[src/rtl/arm_control_fsm_pkg.sv]
// rtl/arm_control_fsm_pkg.sv - shared types and constants for the ARM control sequencer
package arm_ctrl_pkg;

    localparam int CTRL_STATE_W        = 3;
    localparam int MEM_TIMEOUT_DEFAULT = 15;

    typedef enum logic [CTRL_STATE_W-1:0] {
        S_FETCH  = 3'd0,
        S_DECODE = 3'd1,
        S_EXEC   = 3'd2,
        S_MEM    = 3'd3,
        S_WB     = 3'd4,
        S_HALT   = 3'd5,
        S_FAULT  = 3'd6
    } ctrl_state_t;

endpackage

[src/rtl/arm_control_fsm_if.sv]
// rtl/arm_control_fsm_if.sv - instruction/data memory request/ready handshake bundle
interface arm_control_fsm_if;

    logic imem_req;
    logic imem_ready;
    logic dmem_req;
    logic dmem_we;
    logic dmem_ready;

    modport master (
        output imem_req,
        output dmem_req,
        output dmem_we,
        input  imem_ready,
        input  dmem_ready
    );

    modport slave (
        input  imem_req,
        input  dmem_req,
        input  dmem_we,
        output imem_ready,
        output dmem_ready
    );

endinterface

[src/rtl/arm_mem_timer.sv]
// rtl/arm_mem_timer.sv - clearable request-cycle counter shared by the fetch and data waits
module arm_mem_timer
    import arm_ctrl_pkg::*;
#(
    parameter int MEM_TIMEOUT = MEM_TIMEOUT_DEFAULT
) (
    input  logic clk,
    input  logic rst,
    input  logic clear,
    input  logic count_en,
    output logic expired
);

    localparam int W = (MEM_TIMEOUT > 1) ? $clog2(MEM_TIMEOUT + 1) : 1;

    logic [W-1:0] count_q;

    always_ff @(posedge clk or posedge rst) begin
        if (rst) begin
            count_q <= '0;
        end else if (clear) begin
            count_q <= '0;
        end else if (count_en) begin
            count_q <= count_q + W'(1);
        end
    end

    // count_q holds completed empty request cycles, so this fires during request cycle MEM_TIMEOUT
    assign expired = (MEM_TIMEOUT != 0) && count_en && (count_q == W'(MEM_TIMEOUT - 1));

endmodule

[src/rtl/arm_control_fsm.sv]
// rtl/arm_control_fsm.sv - multi-cycle fetch/decode/exec/mem/writeback sequencer with commit strobes
module arm_control_fsm
    import arm_ctrl_pkg::*;
#(
    parameter int MEM_TIMEOUT = MEM_TIMEOUT_DEFAULT,
    parameter int CNT_W       = 32
) (
    input  logic                    clk,
    input  logic                    rst,
    arm_control_fsm_if.master       mem,
    input  logic                    dec_reg_we,
    input  logic [3:0]              dec_cpsr_mask,
    input  logic                    dec_swi,
    input  logic                    dec_is_load,
    input  logic                    dec_is_store,
    input  logic                    dec_is_branch,
    input  logic                    cond_pass,
    output logic                    ir_we,
    output logic                    pc_we,
    output logic                    pc_sel_branch,
    output logic                    rf_we,
    output logic [3:0]              cpsr_we,
    output logic                    halted,
    output logic                    mem_fault,
    output logic [CNT_W-1:0]        retired,
    output logic [CTRL_STATE_W-1:0] state
);

    ctrl_state_t      state_q;
    logic [CNT_W-1:0] retired_q;
    logic             halted_q;
    logic             fault_q;

    logic wait_state;
    logic ready_now;
    logic waiting;
    logic expired;
    logic retire;
    logic imem_req_c;
    logic dmem_req_c;
    logic dmem_we_c;

    assign wait_state = (state_q == S_FETCH) || (state_q == S_MEM);
    assign ready_now  = (state_q == S_FETCH) ? mem.imem_ready : mem.dmem_ready;
    assign waiting    = wait_state && !ready_now;

    // Every wait state is left through a ready or a fault, so clearing outside empty waits resets on entry
    arm_mem_timer #(.MEM_TIMEOUT(MEM_TIMEOUT)) u_timer (
        .clk     (clk),
        .rst     (rst),
        .clear   (!waiting),
        .count_en(waiting),
        .expired (expired)
    );

    assign retire = ((state_q == S_DECODE) && dec_swi && cond_pass)
                 || ((state_q == S_EXEC) && !cond_pass)
                 || ((state_q == S_MEM) && mem.dmem_ready && dec_is_store)
                 || (state_q == S_WB);

    always_ff @(posedge clk or posedge rst) begin
        if (rst) begin
            state_q   <= S_FETCH;
            retired_q <= '0;
            halted_q  <= 1'b0;
            fault_q   <= 1'b0;
        end else begin
            if (retire) begin
                retired_q <= retired_q + CNT_W'(1);
            end
            case (state_q)
                S_FETCH: begin
                    if (mem.imem_ready) begin
                        state_q <= S_DECODE;
                    end else if (expired) begin
                        state_q <= S_FAULT;
                        fault_q <= 1'b1;
                    end
                end
                S_DECODE: begin
                    if (dec_swi && cond_pass) begin
                        state_q  <= S_HALT;
                        halted_q <= 1'b1;
                    end else begin
                        state_q <= S_EXEC;
                    end
                end
                S_EXEC: begin
                    if (!cond_pass) begin
                        state_q <= S_FETCH;
                    end else if (dec_is_load || dec_is_store) begin
                        state_q <= S_MEM;
                    end else begin
                        state_q <= S_WB;
                    end
                end
                S_MEM: begin
                    if (mem.dmem_ready) begin
                        state_q <= dec_is_store ? S_FETCH : S_WB;
                    end else if (expired) begin
                        state_q <= S_FAULT;
                        fault_q <= 1'b1;
                    end
                end
                S_WB:    state_q <= S_FETCH;
                S_HALT:  state_q <= S_HALT;
                S_FAULT: state_q <= S_FAULT;
                default: begin
                    state_q <= S_FAULT;
                    fault_q <= 1'b1;
                end
            endcase
        end
    end

    // Strobes are Mealy on ready and held low for the whole time reset is asserted
    always_comb begin
        imem_req_c    = 1'b0;
        dmem_req_c    = 1'b0;
        dmem_we_c     = 1'b0;
        ir_we         = 1'b0;
        pc_we         = 1'b0;
        pc_sel_branch = 1'b0;
        rf_we         = 1'b0;
        cpsr_we       = 4'h0;
        if (!rst) begin
            case (state_q)
                S_FETCH: begin
                    imem_req_c = 1'b1;
                    ir_we      = mem.imem_ready;
                end
                S_EXEC: begin
                    pc_we = !cond_pass;
                end
                S_MEM: begin
                    dmem_req_c = 1'b1;
                    dmem_we_c  = dec_is_store;
                    pc_we      = mem.dmem_ready && dec_is_store;
                end
                S_WB: begin
                    rf_we         = dec_reg_we;
                    cpsr_we       = dec_cpsr_mask;
                    pc_we         = 1'b1;
                    pc_sel_branch = dec_is_branch;
                end
                default: ;
            endcase
        end
    end

    assign mem.imem_req = imem_req_c;
    assign mem.dmem_req = dmem_req_c;
    assign mem.dmem_we  = dmem_we_c;
    assign halted       = halted_q;
    assign mem_fault    = fault_q;
    assign retired      = retired_q;
    assign state        = state_q;

endmodule
[src/flat_wrapper.sv]
// flat-port wrapper written by rule: the top's interface ports become plain ports
module arm_control_fsm_flat import arm_ctrl_pkg::*;
#(
    parameter int MEM_TIMEOUT = MEM_TIMEOUT_DEFAULT,
    parameter int CNT_W       = 32
)
  (clk, rst, dec_reg_we, dec_cpsr_mask, dec_swi, dec_is_load, dec_is_store, dec_is_branch, cond_pass, ir_we, pc_we, pc_sel_branch, rf_we, cpsr_we, halted, mem_fault, retired, state, mem_imem_req, mem_dmem_req, mem_dmem_we, mem_imem_ready, mem_dmem_ready);
  arm_control_fsm_if mem_i ();
  input  logic clk;
  input  logic rst;
  input  logic dec_reg_we;
  input  logic [3:0] dec_cpsr_mask;
  input  logic dec_swi;
  input  logic dec_is_load;
  input  logic dec_is_store;
  input  logic dec_is_branch;
  input  logic cond_pass;
  output logic ir_we;
  output logic pc_we;
  output logic pc_sel_branch;
  output logic rf_we;
  output logic [3:0] cpsr_we;
  output logic halted;
  output logic mem_fault;
  output logic [CNT_W-1:0] retired;
  output logic [CTRL_STATE_W-1:0] state;
  output wire logic [$bits(mem_i.imem_req)-1:0] mem_imem_req;
  output wire logic [$bits(mem_i.dmem_req)-1:0] mem_dmem_req;
  output wire logic [$bits(mem_i.dmem_we)-1:0] mem_dmem_we;
  input wire logic [$bits(mem_i.imem_ready)-1:0] mem_imem_ready;
  input wire logic [$bits(mem_i.dmem_ready)-1:0] mem_dmem_ready;
  assign mem_imem_req = mem_i.imem_req;
  assign mem_dmem_req = mem_i.dmem_req;
  assign mem_dmem_we = mem_i.dmem_we;
  assign mem_i.imem_ready = mem_imem_ready;
  assign mem_i.dmem_ready = mem_dmem_ready;
  arm_control_fsm #(.MEM_TIMEOUT(MEM_TIMEOUT), .CNT_W(CNT_W)) u_core (.clk(clk), .rst(rst), .mem(mem_i), .dec_reg_we(dec_reg_we), .dec_cpsr_mask(dec_cpsr_mask), .dec_swi(dec_swi), .dec_is_load(dec_is_load), .dec_is_store(dec_is_store), .dec_is_branch(dec_is_branch), .cond_pass(cond_pass), .ir_we(ir_we), .pc_we(pc_we), .pc_sel_branch(pc_sel_branch), .rf_we(rf_we), .cpsr_we(cpsr_we), .halted(halted), .mem_fault(mem_fault), .retired(retired), .state(state));
endmodule
[config.mk]
export PLATFORM = sky130hd
export DESIGN_NAME = arm_control_fsm_flat
export DESIGN_NICKNAME = d
export VERILOG_FILES = /design/src/rtl/arm_control_fsm_pkg.sv /design/src/rtl/arm_control_fsm_if.sv /design/src/rtl/arm_mem_timer.sv /design/src/rtl/arm_control_fsm.sv /design/src/flat_wrapper.sv
export SDC_FILE = /design/constraint.sdc
export NUM_CORES = 1
export LEC_CHECK = 0
export ABC_AREA = 0
export BUFFER_PORTS_ARGS = -buffer_cell sky130_fd_sc_hd__buf_2
export CAP_MARGIN = 25
export CORE_MARGIN = 1.5
export CORE_UTILIZATION = 45
export DETAILED_ROUTE_END_ITERATION = 8
export GPL_ROUTABILITY_DRIVEN = 0
export PLACE_DENSITY = 0.74
export SYNTH_ARGS = -nofsm -noshare
export SYNTH_HDL_FRONTEND = slang
export SYNTH_SLANG_ARGS = --single-unit
[constraint.sdc]
create_clock -name clk -period 2.2 [get_ports clk]
set_input_delay 0.11 -clock clk [delete_from_list [all_inputs] [get_ports clk]]
set_output_delay 0.11 -clock clk [all_outputs]
set_load 0.05 [all_outputs]
==> results.py <==
metrics = {
    "power_and_ir_drop": {
        "switching_share_pct": 47.7,
        "power_switching_w": 0.00137,
        "p_leak_nw": 1.28,
        "power_frac_comb_pct": 45.9,
        "power.density_nw_per_um2": 1030,
        "p_seq_share_pct": 36.9,
        "power_frac_clock_pct": 17.2,
        "p_int_w": 0.00150,
        "ir_drop_mv": 0.621,
        "power_w": 0.00286,
    },
    "worst_setup_path": {
        "critPathArrivalTime_ns": 1.94,
        "cp_cell_sequence": "inv_1, nor2_2, o21ai_0, a21oi_2, buf_2",
        "worstPathMaxFanout": 7,
        "start_kind": "register",
        "timing.rr.end": "u_core.retired[26]$_DFFE_PP0P_",
        "path_class": "register to primary output",
        "cpMaxStageDelayCell": "dfrtp_1",
        "r2r_slack_ns": 0.35,
        "cp-end-kind": "primary output",
        "required_ns": 2.09,
        "r2r-start": "u_core.retired[0]$_DFFE_PP0P_",
        "reg2reg_depth": 6,
        "cpPeakStageDelay_ns": 0.52,
    },
    "cts": {
        "clock_sinks": 41,
        "cts_tree": "done",
        "clk_pin_slew_ns": 0.07,
        "cts_made_buffers": 5,
        "cts_buffer_depth": 2,
        "root_buffer": "clkbuf_8",
        "cts_setup_buffers": 0,
        "clk_latency_ns": 0.29,
        "cts-htree-levels": 2,
    },
    "timing": {
        "whs_ns": 0.0929,
        "period_share_pct": 93.3,
        "slew-limit-headroom_pct": 67.4,
        "setup_viol": 0,
        "fin_crit_ns": 2.05,
        "fin_skew_ns": 0.00388,
        "fmax_mhz": 487,
        "rsz0062_at_grt": "false",
        "hold_viol_final": 0,
        "report.final.slew_viol_count": 0,
        "worst_slew_pin_slew_ns": 0.486,
    },
    "cells_and_area": {
        "n_antenna_cell": 0,
        "final_cell_mix": "61 x buf_2, 41 x dfrtp_1, 21 x xor2_1",
        "area.growth.synth_to_final_pct": 24.4,
        "final_layout_size_suffix_gt1_share_pct": 35.4,
        "nFillCells": 451,
        "layout_commonest_cell": "buf_2",
        "fin_cells": 355,
        "final_util_pct": 58.6,
        "finalNetCount": 305,
    },
    "synth": {
        "synth_cells": 216,
        "ys_seq_area_share_pct": 45.8,
        "yosysTopAreaCell": "dfrtp_1",
        "syn_area_um2": 2240,
        "netlist_top_cells_area": "dfrtp_1 46%, xor2_1 8.2%, xnor2_1 4.7%, nand3_1 3.6%, nand2_1 3.4%",
        "avgSynthCellArea_um2": 10.4,
        "synthArstFlopShare_pct": 100,
        "synth-seq-cells": 41,
        "yosysWarnings": 0,
        "synth_ff_type": "dfrtp_1",
        "synth_edf_count": 0,
        "ys_types": 46,
        "yosysTopAreaCellShare_pct": 45.8,
        "synthesis.nets": 233,
    },
    "hold_path": {
        "hold_class": "input port to register",
        "hp-start": "mem_dmem_ready",
        "whs_path_depth": 2,
        "hold_end": "u_core.state[0]$_DFF_PP0_",
    },
    "global_routing": {
        "antenna_found_initial": 0,
        "grt_pass1_wl_um": 8060,
        "grt.total_usage_pct": 19.0,
        "overflow": 0,
        "grt_start_max_net_pins": 24,
        "grt_pass1_vias": 1714,
    },
    "floorplan": {
        "initial_core_util_pct": 47.1,
        "io_pins": 62,
        "die_w_um": 73.5,
        "rows": 25,
        "core-area_um2": 4750,
        "die_area_um2": 5410,
        "die_h_um": 73.5,
    },
    "placement": {
        "dpl.hpwl_um": 3540,
        "dpl.cell_count": 347,
        "port_buffers": 61,
    },
    "drt": {
        "wire_per_inst_um": 13.1,
        "routed_wl_um": 4660,
        "drc": 0,
        "dr.pass1.iters": 4,
        "detail-route-antenna-nets": 0,
        "routed_via_density": 5.20,
        "dr_total_vias": 1847,
        "dr.first_iter.drc_count": 103,
    },
    "flow_run": {
        "drv_cap": 0,
    },
    "outcome": {
        "status": "completed",
    },
}
final cells by class:
type	count	area, um2	area share [%]
clock buffers	7	86.3	3.10
inverters	10	37.5	1.35
well taps	67	83.8	3.01
multi-input cells	162	1190	42.8
flip-flops and latches	41	1030	36.8
repair buffers	68	360	12.9
kinds of logic after synthesis:
kind of cell	Yosys count	synth area share (%)
fa+ha+maj	3	1.68
buf+inv	13	2.29
flops	41	45.8
xor+xnor	33	12.9
compound gates	20	9.00
mux	2	0.950
simple gates	104	27.4
worst max-delay path by stage:
stage                                         start                              to  slack, ns
after CTS                 u_core.state[2]$_DFF_PP0_                      cpsr_we[1]      0.003
final                     u_core.state[2]$_DFF_PP0_                           pc_we       0.15
after global placement    u_core.state[2]$_DFF_PP0_  u_core.retired[10]$_DFFE_PP0P_       0.40
after floorplan           u_core.state[0]$_DFF_PP0_                           ir_we      -0.08
after global routing      u_core.state[2]$_DFF_PP0_                           pc_we       0.01
after detailed placement  u_core.state[2]$_DFF_PP0_  u_core.retired[10]$_DFFE_PP0P_       0.33
per-stage QoR:
step / setup TNS [ns] / area (um2) / setup WS [ns]
floorplan: -0.0755 / 2260 / -0.0755
global placement: 0 / 2680 / 0.398
detailed placement: 0 / 2680 / 0.328
CTS: 0 / 2780 / 0.00308
global route: 0 / 2790 / 0.0113
finish: 0 / 2790 / 0.148
power by group through the flow:
stage	sequential, W	combinational (W)	clock, W
4_1_cts	0.00106	0.00131	0.000505
3_3_place_gp	0.00106	0.00129	0
5_1_grt	0.00108	0.00141	0.000533
6_report	0.00106	0.00131	0.000492
2_1_floorplan	0.00138	0.000673	0
3_5_place_dp	0.00106	0.00131	0
flip-flops by register name (all words and copies together) (netlist names):
signal,flops
u_core.retired,32
u_core.u_timer.count_q,4
u_core.mem_fault,1
u_core.state,3
u_core.halted,1
layer usage:
| layer | routed length (um) | GRT usage, % |
|---|---|---|
| met5 | 0 | 0 |
| met4 | 53 | 5.35 |
| met3 | 242 | 4.80 |
| met2 | 2210 | 29.9 |
| met1 | 2160 | 26.1 |
what timing repair did:
action	in CTS	in global routing
gates resized for setup	0	2
endpoints found under the setup margin	0	7
endpoints found under the hold margin	41	0
hold buffers	1	0
worst max-delay path: cells and delay by family, from the launching register on:
| family | cells | cell delay [ns] |
|---|---|---|
| buffers and inverters | 2 | 0.49 |
| AND/OR/NAND/NOR | 1 | 0.34 |
| flip-flops | 1 | 0.52 |
| AO/OA/AOI/OAI | 2 | 0.29 |
Yosys cell counts, types with 2 or more instances:
cell type,instances
and2_1,8
and3_1,4
buf_2,2
dfrtp_1,41
ha_1,3
inv_1,10
nand2_1,20
nand3_1,16
nand4_1,4
nor2_1,19
nor3_1,5
nor3_2,7
nor4_1,6
nor4_2,3
o21ai_0,5
or2_4,2
xnor2_1,12
xor2_1,21
Power figures use the tool's default switching activity.
